File: src/rtl/pc_redirect_unit.sv
// Fetch-stage program counter with prioritised redirects and a one-entry
// pending-redirect buffer. A redirect that arrives while fetch is stalled is
// parked in the buffer and applied on the first edge with stall released.
module pc_redirect_unit #(
  parameter int unsigned        ADDR_W     = 32,
  parameter int unsigned        IDX_W      = 26,
  parameter int unsigned        OFF_W      = 16,
  parameter int unsigned        ALIGN      = 2,
  parameter logic [ADDR_W-1:0]  RESET_PC   = '0,
  parameter logic [ADDR_W-1:0]  EXC_VECTOR = ADDR_W'(32'h8000_0180)
) (
  input  logic              clk,
  input  logic              reset_n,
  input  logic              stall,
  input  logic              jump_valid,
  input  logic [IDX_W-1:0]  jump_idx,
  input  logic              jr_valid,
  input  logic [ADDR_W-1:0] jr_target,
  input  logic              br_valid,
  input  logic [ADDR_W-1:0] br_pc4,
  input  logic [OFF_W-1:0]  br_off,
  input  logic              exc_valid,
  output logic [ADDR_W-1:0] pc,
  output logic [ADDR_W-1:0] pc_plus4,
  output logic              redirect_taken,
  output logic              pending,
  output logic              addr_err
);

  localparam logic [ADDR_W-1:0] INSTR_BYTES = ADDR_W'(1) << ALIGN;
  localparam logic [ADDR_W-1:0] ALIGN_MASK  = INSTR_BYTES - ADDR_W'(1);
  // Upper PC bits kept by a pseudo-direct jump (the "page" of pc_plus4).
  localparam logic [ADDR_W-1:0] PAGE_MASK   =
      ~((ADDR_W'(1) << (IDX_W + ALIGN)) - ADDR_W'(1));

  logic [ADDR_W-1:0] pc_q, pc_d;
  logic [ADDR_W-1:0] redir_buf_q, redir_buf_d;
  logic              pending_q, pending_d;
  logic              redirect_taken_q, redirect_taken_d;
  logic              addr_err_q, addr_err_d;

  logic [ADDR_W-1:0] jump_tgt;
  logic [ADDR_W-1:0] br_tgt;
  logic [ADDR_W-1:0] br_off_sext;
  logic              jr_ok;
  logic              live_req;
  logic [ADDR_W-1:0] live_tgt;

  assign pc_plus4 = pc_q + INSTR_BYTES;

  // Candidate redirect targets and the winning live request.
  always_comb begin
    jump_tgt    = (pc_plus4 & PAGE_MASK) | (ADDR_W'(jump_idx) << ALIGN);
    br_off_sext = ADDR_W'($signed(br_off));
    br_tgt      = br_pc4 + (br_off_sext << ALIGN);
    jr_ok       = jr_valid && ((jr_target & ALIGN_MASK) == '0);
    live_req    = 1'b1;
    live_tgt    = '0;
    if (br_valid) begin
      live_tgt = br_tgt;
    end else if (jr_ok) begin
      live_tgt = jr_target;
    end else if (jump_valid) begin
      live_tgt = jump_tgt;
    end else begin
      live_req = 1'b0;
    end
  end

  // Next-state selection: exception, live redirect, buffered redirect, advance, hold.
  always_comb begin
    pc_d             = pc_q;
    redir_buf_d      = redir_buf_q;
    pending_d        = pending_q;
    redirect_taken_d = 1'b0;
    // A misaligned jr is reported even if a higher-priority request wins.
    addr_err_d       = jr_valid && !jr_ok;
    if (exc_valid) begin
      pc_d             = EXC_VECTOR;
      pending_d        = 1'b0;
      redirect_taken_d = 1'b1;
    end else if (!stall && live_req) begin
      pc_d             = live_tgt;
      pending_d        = 1'b0;
      redirect_taken_d = 1'b1;
    end else if (!stall && pending_q) begin
      pc_d             = redir_buf_q;
      pending_d        = 1'b0;
      redirect_taken_d = 1'b1;
    end else if (!stall) begin
      pc_d = pc_plus4;
    end else if (live_req) begin
      // Newest request overwrites the buffer: it comes from the older instruction.
      redir_buf_d = live_tgt;
      pending_d   = 1'b1;
    end
  end

  // State registers with asynchronous active-low reset.
  always_ff @(posedge clk or negedge reset_n) begin
    if (!reset_n) begin
      pc_q             <= RESET_PC;
      redir_buf_q      <= '0;
      pending_q        <= 1'b0;
      redirect_taken_q <= 1'b0;
      addr_err_q       <= 1'b0;
    end else begin
      pc_q             <= pc_d;
      redir_buf_q      <= redir_buf_d;
      pending_q        <= pending_d;
      redirect_taken_q <= redirect_taken_d;
      addr_err_q       <= addr_err_d;
    end
  end

  assign pc             = pc_q;
  assign pending        = pending_q;
  assign redirect_taken = redirect_taken_q;
  assign addr_err       = addr_err_q;

endmodule

File: config.mk
export PLATFORM = sky130hd
export DESIGN_NAME = pc_redirect_unit
export DESIGN_NICKNAME = d
export VERILOG_FILES = /design/src/rtl/pc_redirect_unit.sv
export SDC_FILE = /design/constraint.sdc
export NUM_CORES = 1
export LEC_CHECK = 0
export CAP_MARGIN = 40
export CORE_MARGIN = 3
export CORE_UTILIZATION = 25
export DETAILED_ROUTE_END_ITERATION = 10
export PLACE_DENSITY_LB_ADDON = 0.25
export SYNTH_ARGS = -nofsm -noshare
export SYNTH_HDL_FRONTEND = slang
export SYNTH_SLANG_ARGS = --single-unit
File: constraint.sdc
create_clock -name clk -period 2.34 [get_ports clk]
set_clock_uncertainty 0.15 [all_clocks]
set_input_delay 0.468 -clock clk [delete_from_list [all_inputs] [get_ports clk]]
set_output_delay 0.468 -clock clk [all_outputs]
set_load 0.05 [all_outputs]
Yosys cells after proc, flatten, opt, wreduce, memory -nomap -nowiden
Cells that the tools add are included.
{ "totals": {"reg_bits": 67, "output_inout_bits": 67, "inputBits": 113, "word_cells": 41} }
{ "op_classes": {"addsub": 2, "n_eq_ne": 1, "n_bitwise": 4, "reduce_logical": 11, "n_mux": 18} }
{ "op_table": {"columns": ["operator", "n"], "rows": [
  ["32-bit 2-to-1 mux", 7],
  ["32-bit by 3-bit adder with 32-bit output, second input constant", 1],
  ["32-bit adder", 1],
  ["32-bit zero test", 1],
  ["32-bit by 28-bit OR with 32-bit output", 1],
  ["1-bit 2-to-1 mux", 11],
  ["4-bit nonzero test", 2],
  ["5-bit AND reduction", 1],
  ["1-bit logical AND", 4],
  ["4-bit by 1-bit inequality test with 1-bit output, second input constant", 1],
  ["1-bit inverter", 3],
  ["1-bit zero test", 2],
  ["2-bit AND reduction", 1]
]} }

Depth between registers and ports, before layout
{ "logic_depth": {"depth_word": 9, "mapped_depth": 11, "mapped_depth_nobuf": 11} }

Worst setup path after synthesis
Ideal clock, no wire load.
{ "synth_path": {"path_type": "flip-flop to flip-flop", "start": "reg pc_q[15] (netlist: pc[15])", "end": "reg pc_q[25] (netlist: pc[25])", "t_required_ns": 2.086, "n_path_buf": 0, "path_stages_with_launch": 9, "arrival_time_ns": 2.993, "setup_time_ns": 0.104, "setup_slack_ns": -0.907, "synth_period_minus_slack_ns": 3.247, "cell_sequence": "dfrtp_1 and4_4 nand4_4 nor2_4 nand4_1 xnor2_1 nor2_1 o31a_1 a221oi_1"} }
{ "synth_between": {"elab_chain_len": 5} }
{ "synth_rtl": {"columns": ["item", "line_no", "text"], "rows": [
  ["start, declared", "36", "logic [ADDR_W-1:0] pc_q, pc_d;"],
  ["start signal, assigned", "108", "pc_q <= pc_d;"],
  ["32-bit by 3-bit adder with 32-bit output", "49", "assign pc_plus4 = pc_q + INSTR_BYTES;"],
  ["named net pc_plus4[25]", "24", "output logic [ADDR_W-1:0] pc_plus4,"],
  ["32-bit 2-to-1 mux", "90", "end else if (!stall) begin"],
  ["32-bit 2-to-1 mux", "86", "end else if (!stall && pending_q) begin"],
  ["32-bit 2-to-1 mux", "82", "end else if (!stall && live_req) begin"],
  ["32-bit 2-to-1 mux", "78", "if (exc_valid) begin"]
]} }
The timed path passes the listed nets, and every way through them passes these cells. The select of a mux whose other input is x is not followed.
A chain may end at the register's enable or synchronous reset.

Worst setup path in the final report
{ "layout_path": {"start": "reg pc_q[4] (netlist: pc[4])", "end": "out pc_plus4[31]"} }
{ "layout_between": {"elab_chain_len": 1} }
{ "layout_rtl": {"columns": ["item", "line_no"], "rows": [
  ["32-bit by 3-bit adder with 32-bit output", "49"],
  ["end, declared", "24"]
]} }
No other way between the ends.

==> impl_metrics.env <==
export IMPL_status="complete, but fails checks"
export IMPL_violations="negative setup slack"
export IMPL_fmax_mhz=374
export IMPL_min_to="redir_buf_q[0]$_DFFE_PN0P_"
export IMPL_worstSetupStartpointType="flip-flop"
export IMPL_synth_xor_area_share_pct=6.76
export IMPL_wl_per_cell_um=17.9
export IMPL_relSlewSlack_pct=61.4
export IMPL_drv_cap=0
export IMPL_multi_input_area_um2=5570
export IMPL_finalMaxSlewViolations=0
export IMPL_yosys_area_share_simple_pct=23.1
export IMPL_numCtsBuffers=9
export IMPL_reg2reg_slack_ns=-0.21
export IMPL_clkPwrFrac_pct=22.5
export IMPL_ys_ff_latch=67
export IMPL_clkLatencyLatePin_ns=0.33
export IMPL_fin_ws_ns=-0.331
export IMPL_first_pass_iters=5
export IMPL_min_from="redir_buf_q[0]$_DFFE_PN0P_"
export IMPL_synth_compound_area_share_pct=25.2
export IMPL_finalSetupViolCount=50
export IMPL_cp_required_ns=1.72
export IMPL_die_y_um=160
export IMPL_grt_usage_pct=19.4
export IMPL_r2r_start="pc[4]$_DFFE_PN0P_"
export IMPL_finalWirelength_mm=26.0
export IMPL_std_cell_rows=55
export IMPL_swShare_pct=37.8
export IMPL_syn_area_um2=5960
export IMPL_leakagePower_nw=5.25
export IMPL_syn_to_final_growth_pct=102
export IMPL_crit_type="reg -> out"
export IMPL_grt_pass1_vias=7170
export IMPL_htree_levels=3
export IMPL_p_seq_share_pct=25.5
export IMPL_antennaDiodeCount=0
export IMPL_period_needed_ns=2.67
export IMPL_min_path_type="reg -> reg"
export IMPL_num_vias=7196
export IMPL_cts_clk_slew_worst_paths_ns=0.06
export IMPL_holdWs_ns=0.319
export IMPL_fin_crit_sh_pct=114
export IMPL_power_density_nw_per_um2=463
export IMPL_regArea_um2=1700
export IMPL_netlist_instances=756
export IMPL_drtIter0Drc=405
export IMPL_crit_path_max_fanout=5
export IMPL_grt_pass1_wl_mm=39.7
export IMPL_cp_startpoint="pc[4]$_DFFE_PN0P_"
export IMPL_synth_cell_type_count=66
export IMPL_end_kind="output pin"
export IMPL_clk_path_buf_depth=2
export IMPL_dp_hpwl_mm=19.8
export IMPL_async_reset_ff_share_pct=100
export IMPL_viasPerCell=4.94
export IMPL_synth_seq_area_share_pct=28.1
export IMPL_p_switching_w=0.00211
export IMPL_fillers=2114
export IMPL_synth_ff_type="dfrtp_1"
export IMPL_synth_enable_flop_cells=0
export IMPL_comb_power_share_pct=52.0
export IMPL_syn_area_per_cell_um2=7.88
export IMPL_gp_congestion=0.837
export IMPL_io_pins=180
export IMPL_grt_overflow_total=0
export IMPL_yosys_mux_area_fraction_pct=4.87
export IMPL_grt_setup_unrepaired="true"
export IMPL_initial_core_util_pct=25.8
export IMPL_synth_top_family_by_area="compound AO/OA/AOI/OAI gates"
export IMPL_synthesis_nets=900
export IMPL_grt_max_degree=52
export IMPL_total_power_w=0.00558
export IMPL_yosysWarnings=0
export IMPL_io_buffers=179
export IMPL_finalHoldViolCount=0
export IMPL_nets=1284
export IMPL_cts_tree="built"
export IMPL_die_area_um2=25700
export IMPL_synthAdderAreaFrac_pct=6.64
export IMPL_hold_depth=2
export IMPL_drive_above_1_share_pct=48.6
export IMPL_cts_sinks=67
export IMPL_core_um2=23100
export IMPL_r2r_cells=11
export IMPL_vdd_ir_drop_worst_v=0.000391
export IMPL_arrival_ns=2.05
export IMPL_fp_dieW_um=160
export IMPL_cts_root_buf="clkbuf_16"
export IMPL_p_int_w=0.00347
export IMPL_grt_antenna_before_repair=0
export IMPL_tightest_slew_ns=0.579
export IMPL_antenna_left=0
export IMPL_drc=0
export IMPL_r2r_end="pc[15]$_DFFE_PN0P_"
final cells by class:
| cell class | instances | share of cell area (%) |
|---|---|---|
| clock buffer | 10 | 1.98 |
| timing repair buffer | 419 | 33.0 |
| sequential | 67 | 14.1 |
| multi-input combinational | 608 | 46.2 |
| clock inverter | 6 | 0.342 |
| inverter | 35 | 1.09 |
| tap | 313 | 3.25 |
placed cells by master, fill, tap and decap left out, types with 6 or more instances in the layout:
master,n
buf_2,17
xor2_1,9
inv_1,34
nor2_1,39
o21a_1,8
nand3_1,34
buf_12,36
o21ai_1,15
ha_4,26
buf_6,36
a21oi_2,26
a221oi_2,12
dfrtp_1,47
nand2_1,82
nand4_1,10
a31oi_1,7
o21ai_2,6
nand3_4,7
mux2i_1,20
clkdlybuf4s50_1,88
dlygate4sd2_1,12
nor2_4,7
xnor2_2,7
xnor2_1,8
a21oi_1,48
xnor2_4,19
nand2b_1,16
o211ai_1,6
buf_4,218
a21o_1,10
clkbuf_16,9
o21ai_0,25
dfrtp_2,20
nand3_2,6
or3_1,6
nor3_1,9
synth_stat cells, types with 4 or more instances:
| cell | count | area, µm² |
|---|---|---|
| o21bai_1 | 4 | 30.0 |
| o211ai_1 | 6 | 45.0 |
| o31a_1 | 5 | 43.8 |
| or3_1 | 8 | 50.1 |
| mux2_2 | 8 | 90.1 |
| and3_1 | 9 | 56.3 |
| mux2i_1 | 20 | 200 |
| nor2b_1 | 4 | 25.0 |
| o31ai_1 | 5 | 37.5 |
| ha_1 | 30 | 375 |
| nor2_1 | 49 | 184 |
| a21oi_1 | 77 | 385 |
| xor2_1 | 12 | 105 |
| nand2_1 | 92 | 345 |
| nand4_1 | 10 | 62.6 |
| a221o_1 | 4 | 40.0 |
| dfrtp_1 | 67 | 1680 |
| o21a_1 | 8 | 60.1 |
| xnor2_1 | 34 | 298 |
| a311oi_1 | 7 | 61.3 |
| a31oi_1 | 8 | 50.1 |
| o21ai_0 | 45 | 225 |
| a21o_1 | 11 | 82.6 |
| clkbuf_1 | 38 | 143 |
| inv_1 | 35 | 131 |
| and4_1 | 5 | 43.8 |
| nand2b_1 | 17 | 106 |
| nand3_1 | 45 | 225 |
| and2_1 | 8 | 50.1 |
| o211a_1 | 4 | 40.0 |
| nor3_1 | 12 | 60.1 |
| a221oi_1 | 17 | 149 |
state kept, by name (all words and copies together), names as in the netlist:
register        count
pc                 32
pending             1
redir_buf_q        32
addr_err            1
redirect_taken      1
critical path: stages, from the launching register on:
cell and delay [ns]:
dfrtp_2 0.35, and4_4 0.27, and4_4 0.28, buf_6 0.13, nand4_1 0.13, buf_4 0.19, xnor2_4 0.20, buf_12 0.16
cells by family after synthesis:
group / Yosys count
multiplexers: 28
AO/OA/AOI/OAI: 227
buffers and inverters: 81
AND/OR/NAND/NOR: 276
flip-flops: 67
adder cells (fa/ha/maj): 31
XOR/XNOR: 46
what timing repair did:
action	4_1_cts	5_1_grt
setup endpoints to repair	75	85
hold buffers	1	0
resized for setup	276	106
gates cloned	1	0
setup buffers	43	31
pin swaps	122	93
hold endpoints to repair	21	0
metal layers:
layer | routed length (µm) | global-route usage [%] | share of wire, % | up-vias
li1 | - | - | - | 3518
met1 | 11800 | 26.5 | 45 | 3444
met2 | 12400 | 32.4 | 48 | 211
met3 | 1480 | 3.20 | 5.7 | 23
met4 | 380 | 4.06 | 1.5 | 0
met5 | 0 | 0 | 0 | -
per-stage QoR:
stage	utilization [%]	TNS (ns)	area (µm²)	instances	setup slack [ns]
after CTS	49.4	-9.10	11400	1438	-0.348
final	52.3	-9.03	12100	1458	-0.331
after floorplan	-	-9.79	6540	756	-0.425
after global routing	52.3	-13.67	12100	1458	-0.411
after global placement	44.3	-42.12	10200	1384	-0.989
after detailed placement	44.3	-44.34	10200	1384	-1.03
worst max-delay path by stage:
stage,endpoint,cells past startpoint
2_1_floorplan,pc[20]$_DFFE_PN0P_,8
5_1_grt,pc_plus4[31],8
4_1_cts,pc_plus4[27],7
3_5_place_dp,pc[30]$_DFFE_PN0P_,12
6_report,pc_plus4[31],7
3_3_place_gp,pc[30]$_DFFE_PN0P_,12
power by group through the flow:
stage / sequential [W] / combinational, W / clock [W]
after global placement: 0.00143 / 0.00242 / 0
after CTS: 0.00142 / 0.00268 / 0.00128
after floorplan: 0.00163 / 0.00108 / 0
after global routing: 0.00144 / 0.00309 / 0.00132
after detailed placement: 0.00144 / 0.00244 / 0
final: 0.00142 / 0.00290 / 0.00126
Note: power is estimated with default switching activity, not from simulation.
==> variant, RTL diff (same flow settings) <==
The parameter `IDX_W` goes from 26 to 52.
--- a/src/rtl/pc_redirect_unit.sv
+++ b/src/rtl/pc_redirect_unit.sv
@@ -4,5 +4,5 @@
 module pc_redirect_unit #(
   parameter int unsigned        ADDR_W     = 32,
-  parameter int unsigned        IDX_W      = 26,
+  parameter int unsigned        IDX_W      = 52,
   parameter int unsigned        OFF_W      = 16,
   parameter int unsigned        ALIGN      = 2,
Interface: changed (resized jump_idx); port bits go from 180 to 206. The function was not compared with the original's and may differ.
==> variant against the original RTL <==
The run still ends with setup timing left. Wire length up 13%. Power up 6.7%. Synthesized area up 3.5%. Design area up 10%. Die area up 3.4%. Worst setup slack worse by 160 ps. Sequential share of layout area down 1.2 points. Sequential cell count unchanged. First-iteration DRC count up 34%. Critical path type unchanged. Largest cell class unchanged.
==> variant: results <==
<?xml version="1.0" encoding="UTF-8"?>
<metrics>
  <group name="run_status">
    <metric name="violations" unit="">setup timing</metric>
    <metric name="run_status" unit="">finished with violations</metric>
  </group>
  <group name="sta">
    <metric name="setup_violations" unit="">52</metric>
    <metric name="worst_setup_margin" unit="ps">-488</metric>
    <metric name="final.setup.tns" unit="ps">-9410</metric>
    <metric name="slew_headroom" unit="%">62.1</metric>
  </group>
  <group name="pwr">
    <metric name="cellLeakagePower" unit="uW">0.00574</metric>
    <metric name="power.ir.vdd_worst" unit="mV">0.299</metric>
  </group>
  <group name="synth">
    <metric name="synth_area_per_cell" unit="sq um">7.46</metric>
    <metric name="yosys.cell_types.count" unit="">74</metric>
    <metric name="netlist_top_cells_count" unit="">sky130_fd_sc_hd__nand2_1 (102), sky130_fd_sc_hd__a21oi_1 (91), sky130_fd_sc_hd__nor2_1 (88), sky130_fd_sc_hd__o21ai_0 (71), sky130_fd_sc_hd__dfrtp_1 (67)</metric>
    <metric name="synthTopCellsByArea" unit="">sky130_fd_sc_hd__dfrtp_1 (27%), sky130_fd_sc_hd__a21oi_1 (7.4%), sky130_fd_sc_hd__nand2_1 (6.2%)</metric>
    <metric name="yosysSeqAreaShare" unit="%">27.2</metric>
  </group>
  <group name="placement">
    <metric name="buffer_ports.inserted" unit="">183</metric>
    <metric name="detailedPlacementHpwl" unit="mm">22.3</metric>
    <metric name="placed_cell_area" unit="sq um">11000</metric>
    <metric name="placed_cells_incl_taps" unit="">1506</metric>
    <metric name="routabilityCongestion" unit="">0.911</metric>
  </group>
  <group name="clock_network">
    <metric name="htree_levels" unit="">3</metric>
    <metric name="number_of_clock_buffers_inserted_by_tritoncts" unit="">9</metric>
  </group>
  <group name="detailed_routing">
    <metric name="met3_wirelength" unit="mm">1.54</metric>
    <metric name="met2_routed_wl" unit="mm">14.3</metric>
    <metric name="dr_total_vias" unit="">8128</metric>
    <metric name="route.final.wire_length" unit="mm">29.4</metric>
    <metric name="drt_iter0_markers" unit="">542</metric>
    <metric name="wirelength_met1" unit="mm">13.1</metric>
    <metric name="drt_pass1_iterations" unit="">7</metric>
  </group>
  <group name="layout">
    <metric name="layout-drive-gt1-share" unit="%">51.3</metric>
    <metric name="n_fill_cell" unit="">2145</metric>
    <metric name="fin_nets" unit="">1449</metric>
  </group>
  <group name="worst_setup_path">
    <metric name="critical-path-slowest-cell" unit="">sky130_fd_sc_hd__or3_4</metric>
    <metric name="critPathMaxStageDelay" unit="ps">420</metric>
    <metric name="crit_path_max_fanout" unit="">3</metric>
    <metric name="critical_path_arrival" unit="ps">2210</metric>
  </group>
  <group name="global_routing">
    <metric name="antenna_found_initial" unit="">2</metric>
    <metric name="total_routing_usage_gr" unit="%">21.4</metric>
    <metric name="grt_pass1_wl" unit="mm">44.9</metric>
  </group>
</metrics>
## variant: final timing paths
check | start | end | slack, ps | cells after the start
min in group clk | redir_buf_q[14]$_DFFE_PN0P_ | redir_buf_q[14]$_DFFE_PN0P_ | 330 | 2
hold / removal | reset_n | pc[3]$_DFFE_PN0P_ | 6 | 2
setup / recovery | pc[2]$_DFFE_PN0P_ | pc_plus4[31] | -490 | 7
max in group asynchronous | reset_n | pc[20]$_DFFE_PN0P_ | 1700 | 2
setup reg to reg | pc[12]$_DFFE_PN0P_ | pc[28]$_DFFE_PN0P_ | -240 | 12
hold reg to reg | redir_buf_q[14]$_DFFE_PN0P_ | redir_buf_q[14]$_DFFE_PN0P_ | 330 | 2
## variant: layout make-up
cell class	instances	area, sq um	area share, %
diodes	2	5.00	0.0377
flip-flops and latches	67	1710	12.9
clock buffers	11	233	1.75
inverters	26	97.6	0.734
multi-input cells	682	6090	45.8
repair buffers	493	4680	35.2
well taps	319	399	3.00
clock inverters	5	77.6	0.584
## variant: per-layer routing
metal,track usage (%),vias to the layer above
met5,0,-
met4,4.69,0
met3,2.76,27
met2,35.3,277
met1,30.1,3910
li1,-,3914
## variant: through the flow
step | worst slack, ps | power (uW) | hold slack [ps]
3_3_place_gp | -990 | 3950 | 307
6_report | -488 | 5950 | 6.13
5_1_grt | -571 | 6230 | 27.5
4_1_cts | -515 | 5770 | 25.8
3_5_place_dp | -1030 | 3980 | 315
2_1_floorplan | -337 | 2730 | 22.4
## variant: cells by family (layout without fill, tap and decap cells)
logic type               after synthesis  count (layout)  synth area share [%]
flip-flops                            67              67                  27.2
multiplexers                          11              11                  1.91
buffers and inverters                 77             535                  4.91
other                                  0               2                     0
AND/OR/NAND/NOR                      306             306                  23.5
adder cells (fa/ha/maj)               31              31                  6.41
XOR/XNOR                              54              54                  7.79
AO/OA/AOI/OAI                        280             280                  28.3
## variant: where the power goes
group	switching [uW]	internal [uW]	total (uW)
sequential	115	1320	1440
combinational	1590	1490	3080
clock	505	930	1440
## variant: repair_timing
item | CTS | global route
hold buffers | 0 | 0
setup buffers | 58 | 38
resized for setup | 316 | 120
setup endpoints to repair | 75 | 77
gates cloned | 1 | 0
pin swaps | 132 | 118
